$ cat src/rtl/serial_adder_pkg.sv
// Shared definitions for the bit-serial adder: FSM state encoding and default width.
package serial_adder_pkg;

  typedef enum logic [1:0] {
    IDLE = 2'd0,
    RUN  = 2'd1,
    DONE = 2'd2
  } state_t;

  localparam int unsigned DEFAULT_WIDTH = 8;

endpackage

$ cat src/rtl/fa_cell.sv
// Single-bit full adder used as the serial datapath cell.
module fa_cell (
  input  logic x,
  input  logic y,
  input  logic ci,
  output logic s,
  output logic co
);

  assign s  = x ^ y ^ ci;
  assign co = (x & y) | (ci & (x ^ y));

endmodule

$ cat src/rtl/serial_adder.sv
// Bit-serial adder: one bit per clock, LSB first, through a single full-adder cell.
module serial_adder
  import serial_adder_pkg::*;
#(
  parameter int unsigned WIDTH = DEFAULT_WIDTH
) (
  input  logic             clk,
  input  logic             rst_n,
  input  logic             start,
  input  logic [WIDTH-1:0] a,
  input  logic [WIDTH-1:0] b,
  input  logic             cin,
  output logic             busy,
  output logic             done,
  output logic [WIDTH-1:0] sum,
  output logic             cout,
  output logic             ovf
);

  localparam int unsigned CW = (WIDTH > 1) ? $clog2(WIDTH) : 1;

  state_t           state_q, state_d;
  logic [CW-1:0]    cnt_q, cnt_d;
  logic [WIDTH-1:0] a_q, a_d;
  logic [WIDTH-1:0] b_q, b_d;
  logic             carry_q, carry_d;
  logic [WIDTH-2:0] sh_q, sh_d;
  logic [WIDTH-1:0] sum_q, sum_d;
  logic             cout_q, cout_d;
  logic             ovf_q, ovf_d;

  logic             fa_s, fa_co;
  logic [WIDTH-1:0] sum_cat;
  logic             last_bit;

  fa_cell u_fa (
    .x  (a_q[cnt_q]),
    .y  (b_q[cnt_q]),
    .ci (carry_q),
    .s  (fa_s),
    .co (fa_co)
  );

  // The shift register holds only the WIDTH-1 bits already produced; the final
  // result is formed with the cell's current output as its MSB.
  assign sum_cat  = {fa_s, sh_q};
  assign last_bit = (cnt_q == CW'(WIDTH - 1));

  always_comb begin
    state_d = state_q;
    cnt_d   = cnt_q;
    a_d     = a_q;
    b_d     = b_q;
    carry_d = carry_q;
    sh_d    = sh_q;
    sum_d   = sum_q;
    cout_d  = cout_q;
    ovf_d   = ovf_q;
    case (state_q)
      IDLE, DONE: begin
        if (start) begin
          a_d     = a;
          b_d     = b;
          carry_d = cin;
          cnt_d   = '0;
          state_d = RUN;
        end else begin
          state_d = IDLE;
        end
      end
      RUN: begin
        sh_d    = sum_cat[WIDTH-1:1];
        carry_d = fa_co;
        if (last_bit) begin
          cnt_d   = '0;
          sum_d   = sum_cat;
          cout_d  = fa_co;
          ovf_d   = carry_q ^ fa_co;
          state_d = DONE;
        end else begin
          cnt_d = cnt_q + CW'(1);
        end
      end
      default: state_d = IDLE;
    endcase
  end

  always_ff @(posedge clk or negedge rst_n) begin
    if (!rst_n) begin
      state_q <= IDLE;
      cnt_q   <= '0;
      a_q     <= '0;
      b_q     <= '0;
      carry_q <= 1'b0;
      sh_q    <= '0;
      sum_q   <= '0;
      cout_q  <= 1'b0;
      ovf_q   <= 1'b0;
    end else begin
      state_q <= state_d;
      cnt_q   <= cnt_d;
      a_q     <= a_d;
      b_q     <= b_d;
      carry_q <= carry_d;
      sh_q    <= sh_d;
      sum_q   <= sum_d;
      cout_q  <= cout_d;
      ovf_q   <= ovf_d;
    end
  end

  assign busy = (state_q == RUN);
  assign done = (state_q == DONE);
  assign sum  = sum_q;
  assign cout = cout_q;
  assign ovf  = ovf_q;

endmodule
$ cat config.mk
export PLATFORM = sky130hd
export DESIGN_NAME = serial_adder
export DESIGN_NICKNAME = d
export VERILOG_FILES = /design/src/rtl/serial_adder_pkg.sv /design/src/rtl/fa_cell.sv /design/src/rtl/serial_adder.sv
export SDC_FILE = /design/constraint.sdc
export NUM_CORES = 1
export LEC_CHECK = 0
export ABC_AREA = 1
export CORE_MARGIN = 2
export CORE_UTILIZATION = 48
export CTS_BUF_LIST = sky130_fd_sc_hd__clkbuf_8
export DETAILED_ROUTE_END_ITERATION = 12
export PLACE_DENSITY_LB_ADDON = 0.05
export REMOVE_ABC_BUFFERS = 1
export SYNTH_ARGS = -nofsm -noshare
export SYNTH_HDL_FRONTEND = slang
export SYNTH_SLANG_ARGS = --single-unit
$ cat constraint.sdc
create_clock -name clk -period 1.8 [get_ports clk]
set_input_delay 0.36 -clock clk [delete_from_list [all_inputs] [get_ports clk]]
set_output_delay 0.36 -clock clk [all_outputs]
set_load 0.005 [all_outputs]
Word-level counts from Yosys, hierarchy flattened
Index checks and enable logic that the tools add are counted.

storage, ports and cells
  register bits = 39
  input bits = 20
  output and inout port bits = 12
  word-level logic and storage cells = 40

operators by class
  $add $sub $neg = 1
  order comparisons = 1
  eq/ne operators = 5
  multiplexer cells = 12
  bitwise gates (word level) = 6
  reduce and logical (&&, ||, !) cells = 6

operators with widths
  operator                                               number
  binary-select mux 1 bit (select 3 bit)                 2
  2-to-1 mux 3 bit                                       2
  case mux 3 bit (2 select lines)                        1
  AND reduction 2 bit                                    3
  < comparator 3 x 4 -> 1 bit, second input constant     1
  2-to-1 mux 1 bit                                       4
  case mux 2 bit (2 select lines)                        1
  adder 3 x 1 -> 3 bit, second input constant            1
  == test 3 bit, second input constant                   1
  bitwise XOR 1 bit                                      3
  AND 1 bit                                              2
  == test 2 x 1 -> 1 bit, second input constant          1
  == test 2 bit, second input constant                   1
  logical NOT 2 bit                                      1
  2-to-1 mux 2 bit                                       1
  inequality test 2 x 1 -> 1 bit, second input constant  1
  inequality test 2 bit, second input constant           1
  case mux 1 bit (2 select lines)                        1
  nonzero test 2 bit                                     1
  OR reduction 2 bit                                     1
  bitwise OR 1 bit                                       1

Longest topological paths before layout
Gate-level depths: netlist of run 1.

  depth after elaboration = 6
  gate-level depth with buffers = 12

Cells and area by module
Synthesis of run 1 repeated with hierarchy kept, for this count alone.

second synthesis, totals
  cell total of the unflattened synthesis = 198
  area total of the unflattened synthesis = 1,752.9 µm²

modules (own cells, without submodules)
  module        instances  cells an instance  area each (µm²)  seq. area each (µm²)
  serial_adder  1          197                1,732.9          975.9
  fa_cell       1          1                  20.0             0.0

Worst setup path after synthesis of run 1
No wires, ideal clock.

  path type = register to register
  from = reg cnt_q[0]
  to = reg ovf_q, in the netlist ovf
  library setup time = 0.122 ns
  arrival = 1.577 ns
  data required time = 1.678 ns
  slack = 0.101 ns
  stages on the path, launching flop included = 11
  period minus slack after synthesis = 1.699 ns
  cell sequence = dfrtp_1 > buf_2 > inv_2 > nand2_1 > nand3_1 > nand2_1 > nand2_1 > nand2_1 > fa_1 > xnor2_1 > o21ai_2

between the ends
  word-level cells in the longest chain between the ends = 6

ends and longest elaborated chain
  item                                                       line                                    text
  start, declared                                            serial_adder.sv:23                      logic [CW-1:0] cnt_q, cnt_d;
  start signal, assigned                                     serial_adder.sv:101                     cnt_q <= cnt_d;
  binary-select mux 1 bit (select 3 bit) (on tied branches)  serial_adder.sv:37, serial_adder.sv:38
  2-to-1 mux 1 bit (on tied branches)                        serial_adder.sv:37, serial_adder.sv:38
  bitwise XOR 1 bit                                          fa_cell.sv:11                           assign co = (x & y) | (ci & (x ^ y));
  AND 1 bit                                                  fa_cell.sv:11
  bitwise OR 1 bit (*)                                       fa_cell.sv:11
  named net fa_co                                            serial_adder.sv:32                      logic fa_s, fa_co;
  bitwise XOR 1 bit (*)                                      serial_adder.sv:78                      ovf_d = carry_q ^ fa_co;
  end signal, assigned                                       serial_adder.sv:108                     ovf_q <= ovf_d;
  end, declared                                              serial_adder.sv:30                      logic ovf_q, ovf_d;

Mark *: on every way through the listed nets, which the timed path passes. The rest lies on a longest branch. The select of a mux whose other input is x is not followed.
A chain may end at the register's enable or synchronous reset.

Final worst setup path of run 1
  from = reg state_q[1]
  to = out busy

between the ends
  word-level cells in the longest chain between the ends = 1

ends and longest elaborated chain
  item                    line                 text
  start, declared         serial_adder.sv:22   state_t state_q, state_d;
  start signal, assigned  serial_adder.sv:100  state_q <= state_d;
  == test 2 x 1 -> 1 bit  serial_adder.sv:112  assign busy = (state_q == RUN);
  end, declared           serial_adder.sv:13   output logic busy,

No other way between the ends.

==> qor.txt, run 1 <==
Status - completed
Die Area - 4150 sq um
CP Class - reg2out
Fin crit share - 95.8%
Crit path time final - 1.72 ns
Vias - 1338
Leakage - 0.00111 uW
Ant diodes - 0
Area leader, netlist - dfrtp_1
Clk_lat worst skew - 0.29 ns
Initial Util - 51.3%
Mapped Cells - 198
Comb power frac - 46.6%
Final hold vios - 0
Placed insts - 273
Fin. max-slew vios - 0
Worst endpoint required time - 1.44 ns
Final setup fails - 0
Largest net degree at the start of global routing - 22
Max Cap Viol - 0
Vias in the first global route - 1338
Synth Area in Compound Gates - 12.5%
CTS tree - built
Global Route Usage Sum - 18.3%
Synth cell types - 20
Count leader, synth - nand2_1
Routed WL - 3180 um
Commonest cells post-synth - 48 x nand2_1, 39 x dfrtp_1, 30 x inv_1
Post-synth top area share - 55.7%
Flops & latches, synth - 39
YS warnings - 0
Internal Power - 2400 uW
Iteration-0 DRC Markers - 82
CP Capture Type - output port
Root Driver - clkbuf_8
PortBufs - 31
Final Wtd Congestion - 0.788
ANT nets after route - 0
Sw frac - 38.2%
Startpoint types - flip-flop
CTS sink count - 39
Worst EP arrival - 1.36 ns
Sw power - 1480 uW
Post-synth ARST share - 100%
First-pass GRT wire length - 5780 um
Overall die height - 64.4 um
DIE WIDTH - 64.4 um
HPWL Detailed - 2320 um
Skew final - 0.00878 ns
Post-route DRC - 0
Antenna violations before repair - 0
Adder-Cell Fraction of Synth Area - 2.57%
Clock slew at reported path FFs - 0.07 ns
Crit-path max FO - 6
Mux share of post-synthesis cell area - 0%
Remaining global-route overflow - 0
Pre-CTS WS - -0.0246 ns
Reg power frac - 38.5%
Simple-Gate Fraction of Synth Area - 19.4%
Wirelength per Cell - 11.3 um
Peak supply drop - 708 uV
Mapped Area - 1750 sq um
Ratio of cells with drive above 1 in the final layout - 15.2%
Clk buf depth - 2
Ports - 32
Number of synthesized flops with an enable pin - 0
Max_slew headroom - 69.5%
Clock share of power - 14.9%
Main combinational cell family by area after synthesis - simple AND/OR/NAND/NOR gates
Total Nets Final - 260
Worst Setup Slack, final - 0.0764 ns
Core Box Area - 3420 sq um
Syn Area/Cell - 8.85 sq um
Fmax - 580 MHz
Drt first pass iters - 4
Area growth, synth to finish - 28.5%
Post-route insts no fill - 283
Total CTS buffers - 5
H-tree levels - 2
Top cells by area, synth - dfrtp_1 56%, nand2_1 10%, inv_1 6.4%, a21oi_1 4.6%, o21ai_2 4.5%
Vias per cell - 4.73
Seq/Total Area, Yosys - 55.7%
Worst Tran Pin Value - 0.457 ns
Rows - 21
Synth Area in XOR/XNOR - 0.500%
Hold Crit Class - in2async
Cell Pwr Density - 1720 nW/um^2
Ys flop type - dfrtp_1
==> critical path: stages (launching register included) <==
cell             delay, ns
dfrtp_1               0.37
inv_2                 0.07
nand2_4               0.05
inv_4                 0.08
clkdlybuf4s50_1       0.50
==> cell usage in the layout (no fill, tap or decap) <==
cell type / synthesis / final
nand2_1: 48 / 47
dfrtp_1: 39 / 38
clkdlybuf4s50_1: 0 / 30
inv_1: 30 / 27
nor2_1: 18 / 18
a21oi_1: 16 / 16
o21ai_0: 12 / 11
nand3_1: 10 / 10
o21ai_2: 9 / 9
clkbuf_8: 0 / 6
buf_4: 2 / 5
inv_2: 1 / 2
inv_4: 1 / 2
nand2_2: 1 / 2
ha_1: 2 / 2
nand2_4: 1 / 1
clkinv_4: 0 / 1
nor2_8: 1 / 1
nor3_1: 1 / 1
o21ai_1: 0 / 1
xnor2_2: 0 / 1
fa_2: 0 / 1
clkinv_2: 0 / 1
dfrtp_2: 0 / 1
buf_2: 3 / 1
buf_12: 0 / 1
buf_6: 1 / 1
==> state kept, by name, summed over array words and instances (netlist names) <==
signal	cells
cnt_q	3
a_q	8
sh_q	7
b_q	8
cout	1
sum	8
ovf	1
state_q	2
carry_q	1
==> per-stage QoR <==
stage	power (uW)	area, sq um	hold WS, ns	TNS (ns)	util, %
2_1_floorplan	2570	1710	0.0644	0	-
3_5_place_dp	3160	2120	0.337	-0.0266	62.0
6_report	3880	2250	0.0119	0	65.9
3_3_place_gp	3090	2120	0.323	0	62.0
4_1_cts	3760	2210	0.0219	0	64.6
5_1_grt	4260	2250	0.0217	-0.00339	65.9
==> path summary, 6_finish.rpt <==
kind                                   startpoint  cells past startpoint                   to  slack [ns]
setup / recovery           state_q[1]$_DFFE_PN0P_                      4                 busy        0.08
setup reg to reg             cnt_q[0]$_DFFE_PN0P_                      9  sh_q[6]$_DFFE_PN0P_        0.11
max in group asynchronous                   rst_n                      2   a_q[1]$_DFFE_PN0P_        1.32
hold reg to reg                sum[0]$_DFFE_PN0P_                      2   sum[0]$_DFFE_PN0P_        0.48
hold / removal                              rst_n                      1  sh_q[2]$_DFFE_PN0P_        0.01
min in group clk               sum[0]$_DFFE_PN0P_                      2   sum[0]$_DFFE_PN0P_        0.48
==> cell type report <==
| type | count | area, sq um |
|---|---|---|
| clock buffers | 6 | 82.6 |
| flip-flops and latches | 39 | 977 |
| multi-input cells | 121 | 626 |
| inverters | 32 | 130 |
| well taps | 46 | 57.6 |
| repair buffers | 38 | 374 |
| clock inverters | 1 | 5.00 |
| fillers | 308 | 1160 |
==> power groups by stage <==
| stage | combinational, uW | sequential [uW] | clock [uW] |
|---|---|---|---|
| final | 1810 | 1490 | 577 |
| after global routing | 2060 | 1550 | 652 |
| after CTS | 1660 | 1490 | 603 |
| after detailed placement | 1660 | 1510 | 0 |
| after global placement | 1610 | 1490 | 0 |
| after floorplan | 1090 | 1470 | 0 |
==> cell families after synthesis <==
family                     Yosys count
AOI/OAI and AO/OA                   37
xor gates and xnor gates             1
buffers and inverters               38
DFF                                 39
adders and majority gates            3
and+or+nand+nor                     80
==> layer usage <==
layer | vias to the layer above | track usage [%] | routed length (um)
met3 | 4 | 5.21 | 125
met5 | - | 0 | 0
met1 | 621 | 20.7 | 1400
met4 | 0 | 7.98 | 39
met2 | 28 | 32.3 | 1620
li1 | 685 | - | -
==> timing repair <==
action                                  4_1_cts  5_1_grt
setup buffers                                 0        3
hold buffers                                  0        0
pin swaps                                     0        0
endpoints found under the setup margin        3        6
resized for setup                             2       12
Note: power is estimated with default switching activity, not from simulation.
==> inputs of run 2 (changes only) <==
--- a/config.mk
+++ b/config.mk
@@ -7,7 +7,7 @@
 export LEC_CHECK = 0
 export ABC_AREA = 1
 export CORE_MARGIN = 2
-export CORE_UTILIZATION = 48
+export CORE_UTILIZATION = 50
 export CTS_BUF_LIST = sky130_fd_sc_hd__clkbuf_8
 export DETAILED_ROUTE_END_ITERATION = 12
 export PLACE_DENSITY_LB_ADDON = 0.05
==> constraint.sdc (replaced) <==
create_clock -name clk -period 1.62 [get_ports clk]
set_input_delay 0.324 -clock clk [delete_from_list [all_inputs] [get_ports clk]]
set_output_delay 0.324 -clock clk [all_outputs]
set_load 0.005 [all_outputs]
==> qor.txt, run 2 (synthesis gave the netlist of run 1 again) <==
Fin crit share - 103%
ANT nets after route - 0
Overall die height - 63.2 um
Max Cap Viol - 0
Clk_lat worst skew - 0.29 ns
Clk buf depth - 2
DIE WIDTH - 63.2 um
Area of the multi-input gates - 643 sq um
Most used cell, CP - nand2_1
H-tree levels - 2
Final TNS setup - -0.149 ns
Post-route DRC - 0
Vias in the first global route - 1424
Crit-path max FO - 6
Total CTS buffers - 5
First-pass GRT wire length - 5850 um
Failing checks - setup timing
Area growth, synth to finish - 35.6%
Die Area - 4000 sq um
Worst path max stage delay - 0.53 ns
Antenna violations before repair - 0
Worst Setup Slack, final - -0.0414 ns
Hold Crit Class - reg2reg
CP Capture Type - flip-flop
Initial Util - 52.1%
Status - finished, violations left
Fin. max-slew vios - 0
Ports - 32
Largest net degree at the start of global routing - 22
Leakage - 0.00119 uW
Rows - 21
Crit path time final - 1.66 ns
CTS sink count - 39
PortBufs - 31
Routed WL - 3360 um
Worst EP arrival - 1.88 ns
Final Wtd Congestion - 0.759
Critical path buffer and inverter count - 2
Ant diodes - 0
Worst Tran Pin Value - 0.501 ns
Ratio of cells with drive above 1 in the final layout - 20.6%
Drt first pass iters - 4
Commonest non-fill, non-tap cells in the layout - 45 x nand2_1, 38 x dfrtp_1, 28 x clkdlybuf4s50_1
Unrepaired setup endpoints after global routing - yes
Vias - 1409
PnR Total Power - 4880 uW
Placed insts - 279
Skew final - 0.00949 ns
Iteration-0 DRC Markers - 91
CP max stage cell - fa_2
Max_slew headroom - 66.6%
Post-route insts no fill - 293
Cell Pwr Density - 2050 nW/um^2
Fmax - 602 MHz
Final hold vios - 0
CP top delay family - adder cells
Global Route Usage Sum - 18.8%
Wirelength per Cell - 11.5 um
Commonest non-fill, non-tap cell in the layout - nand2_1
R2R Setup Slk - -0.04 ns
Startpoint types - flip-flop
HPWL Detailed - 2370 um
Register area - 977 sq um
CP Class - reg2reg
CTS tree - built
Crit-path cells - buf_6 -> nand2_1 -> nand3_1 -> nand2_1 -> nand2_1 -> nand2_1 -> fa_2 -> inv_2 -> o21ai_2
Final core occ - 70.7%
Final setup fails - 5
Fill cells - 283
Clock slew at reported path FFs - 0.07 ns
Peak supply drop - 1280 uV
Remaining global-route overflow - 0
Vias per cell - 4.81
Core Box Area - 3360 sq um
Worst endpoint required time - 1.84 ns
Total Nets Final - 269
Root Driver - clkbuf_8
==> run 2: what timing repair did <==
| item | in CTS | in global routing |
|---|---|---|
| pin swaps | 3 | 6 |
| buffers inserted | 3 | 1 |
| endpoints found under the hold margin | 8 | 0 |
| cloned | 1 | 0 |
| gates resized for setup | 12 | 10 |
| setup endpoints to repair | 7 | 13 |
| hold buffers | 1 | 0 |
==> run 2: area by class of cell <==
type                    instances  share of cell area, %
flip-flops and latches         39                   41.1
multi-input cells             121                   27.1
repair buffers                 46                   17.9
inverters                      32                   5.47
clock buffers                   5                   2.89
clock inverters                 3                   2.84
well taps                      46                   2.42
repair inverters                1                  0.316
==> run 2: metrics by stage <==
step                      hold WS [ns]  worst slack, ns  cell area [sq um]
after floorplan                 0.0284          -0.0416               1710
after global placement           0.305          -0.0345               2150
after detailed placement         0.312          -0.0922               2150
after CTS                        0.485          -0.0359               2340
after global routing             0.507           -0.163               2380
final                            0.481          -0.0414               2380
==> run 2: path summary, 6_finish.rpt <==
kind / depth (start not counted) / startpoint / to
max in group asynchronous: 3 / rst_n / ovf$_DFFE_PN0P_
worst max-delay path: 9 / cnt_q[0]$_DFFE_PN0P_ / sh_q[6]$_DFFE_PN0P_
min in group asynchronous: 2 / rst_n / sh_q[3]$_DFFE_PN0P_
worst min-delay path: 2 / cout$_DFFE_PN0P_ / cout$_DFFE_PN0P_
worst min register to register: 2 / cout$_DFFE_PN0P_ / cout$_DFFE_PN0P_
worst max register to register: 9 / cnt_q[0]$_DFFE_PN0P_ / sh_q[6]$_DFFE_PN0P_
==> run 2: worst reg2reg max path: stages, from the launching register on <==
cell and delay, ns:
dfrtp_2 0.46, buf_6 0.14, nand2_1 0.05, nand3_1 0.09, nand2_1 0.07, nand2_1 0.06, nand2_1 0.06, fa_2 0.53
inv_2 0.05, o21ai_2 0.09
==> run 2: power breakdown <==
| group | total (uW) | internal [uW] | switching [uW] |
|---|---|---|---|
| registers | 1660 | 1420 | 236 |
| clock network | 951 | 614 | 337 |
| logic | 2270 | 1060 | 1210 |
| total | 4880 | 3100 | 1780 |
==> run 2: metal layers <==
layer | track usage (%) | routed length, um | part of all wire [%]
met1 | 21.1 | 1430 | 43
met3 | 5.54 | 163 | 4.8
met2 | 33.4 | 1720 | 51
met5 | 0 | 0 | 0
met4 | 7.88 | 45 | 1.3
==> inputs of run 3 (changes only) <==
--- a/config.mk
+++ b/config.mk
@@ -6,6 +6,7 @@
 export NUM_CORES = 1
 export LEC_CHECK = 0
 export ABC_AREA = 1
+export CORE_ASPECT_RATIO = 0.5
 export CORE_MARGIN = 2
 export CORE_UTILIZATION = 50
 export CTS_BUF_LIST = sky130_fd_sc_hd__clkbuf_8
==> qor.txt, run 3 (synthesis gave the netlist of run 1 again) <==
Max_slew headroom - 67.4%
HPWL Detailed - 2370 um
Ports - 32
Max Cap Viol - 0
Peak supply drop - 832 uV
CTS tree - built
Ratio of cells with drive above 1 in the final layout - 23.0%
Antenna violations before repair - 0
ANT nets after route - 0
Global Route Usage Sum - 18.3%
Post-route insts no fill - 295
PnR Total Power - 4790 uW
Drt first pass iters - 4
First-pass GRT wire length - 5350 um
Root Driver - clkbuf_8
CP max stage cell - fa_2
Total CTS buffers - 5
DIE WIDTH - 87.7 um
Clock slew at reported path FFs - 0.07 ns
Final hold vios - 0
Crit path time final - 1.69 ns
Status - finished, violations left
Ant diodes - 0
H-tree levels - 2
CP top delay family - adder cells
CP Capture Type - flip-flop
Fin. max-slew vios - 0
Fmax - 591 MHz
Iteration-0 DRC Markers - 94
Vias per cell - 4.57
Failing checks - setup timing
Worst Tran Pin Value - 0.489 ns
Critical path buffer and inverter count - 2
Routed WL - 3340 um
Post-route DRC - 0
Worst EP arrival - 1.91 ns
Fin crit share - 104%
Clk buf depth - 2
Remaining global-route overflow - 0
Hold buffer count at CTS - 0
Commonest non-fill, non-tap cells in the layout - 41 x nand2_1, 37 x dfrtp_1, 28 x clkdlybuf4s50_1
Fill cells - 275
Leakage - 0.00118 uW
Crit-path max FO - 5
Crit-path cells - buf_6 -> nand2_2 -> nand3_2 -> nand2_1 -> nand2_1 -> nand2_2 -> fa_2 -> inv_2 -> o21ai_2
Final setup fails - 5
Commonest non-fill, non-tap cell in the layout - nand2_1
Worst Setup Slack, final - -0.0716 ns
Vias - 1347
Final Wtd Congestion - 0.837
Overall die height - 45.9 um
Placed insts - 285
Largest net degree at the start of global routing - 40
PortBufs - 31
Startpoint types - flip-flop
Core Box Area - 3400 sq um
Cell Pwr Density - 2020 nW/um^2
CTS sink count - 39
Rows - 15
Initial Util - 51.6%
Worst endpoint required time - 1.84 ns
Skew final - 0.00669 ns
Vias in the first global route - 1212
Final TNS setup - -0.318 ns
Die Area - 4020 sq um
Wirelength per Cell - 11.3 um
Unrepaired setup endpoints after global routing - yes
Area growth, synth to finish - 35.7%
Total Nets Final - 266
Clk_lat worst skew - 0.29 ns
CP Class - reg2reg
Hold Crit Class - in2async
Worst path max stage delay - 0.53 ns
==> run 3: layout make-up <==
| class | instances | area, sq um | share of cell area [%] |
|---|---|---|---|
| clock buffer | 6 | 82.6 | 3.47 |
| inverter | 32 | 130 | 5.47 |
| multi-input combinational | 121 | 664 | 27.9 |
| timing repair buffer | 43 | 417 | 17.5 |
| clock inverter | 2 | 35.0 | 1.47 |
| sequential | 39 | 978 | 41.1 |
| tap | 51 | 63.8 | 2.68 |
| timing repair inverter | 1 | 7.51 | 0.316 |
==> run 3: stage by stage <==
step                      utilization, %  hold WS, ns  area (sq um)  setup WS, ns
final                               70.0       0.0747          2380       -0.0716
after global routing                70.0        0.121          2380        -0.175
after detailed placement            64.1        0.405          2180        -0.125
after floorplan                        -       0.0284          1710       -0.0416
after global placement              64.1        0.402          2180      -0.00846
after CTS                           68.5       0.0971          2330       -0.0485
==> run 3: routing by layer <==
metal | global-route usage (%) | wire (um)
met5 | 0 | 0
met4 | 8.31 | 64
met3 | 6.16 | 144
met2 | 28.8 | 1540
met1 | 23.4 | 1590
==> run 3: worst paths after layout <==
| path | startpoint | endpoint | slack [ns] | depth (start not counted) |
|---|---|---|---|---|
| min in group clk | sum[0]$_DFFE_PN0P_ | sum[0]$_DFFE_PN0P_ | 0.48 | 2 |
| max in group asynchronous | rst_n | cnt_q[0]$_DFFE_PN0P_ | 1.17 | 2 |
| setup reg to reg | cnt_q[0]$_DFFE_PN0P_ | sh_q[6]$_DFFE_PN0P_ | -0.07 | 9 |
| hold reg to reg | sum[0]$_DFFE_PN0P_ | sum[0]$_DFFE_PN0P_ | 0.48 | 2 |
| setup / recovery | cnt_q[0]$_DFFE_PN0P_ | sh_q[6]$_DFFE_PN0P_ | -0.07 | 9 |
| hold / removal | rst_n | sum[1]$_DFFE_PN0P_ | 0.07 | 2 |
==> run 3: power breakdown <==
group	switching [uW]	internal, uW	total, uW
sequential	251	1420	1670
combinational	1210	1070	2290
clock	333	498	831
==> run 3: repair_timing <==
item	in CTS	in global routing
setup buffers	0	1
pin swaps	2	15
gates cloned	1	0
gates resized for setup	18	13
endpoints found under the setup margin	13	11
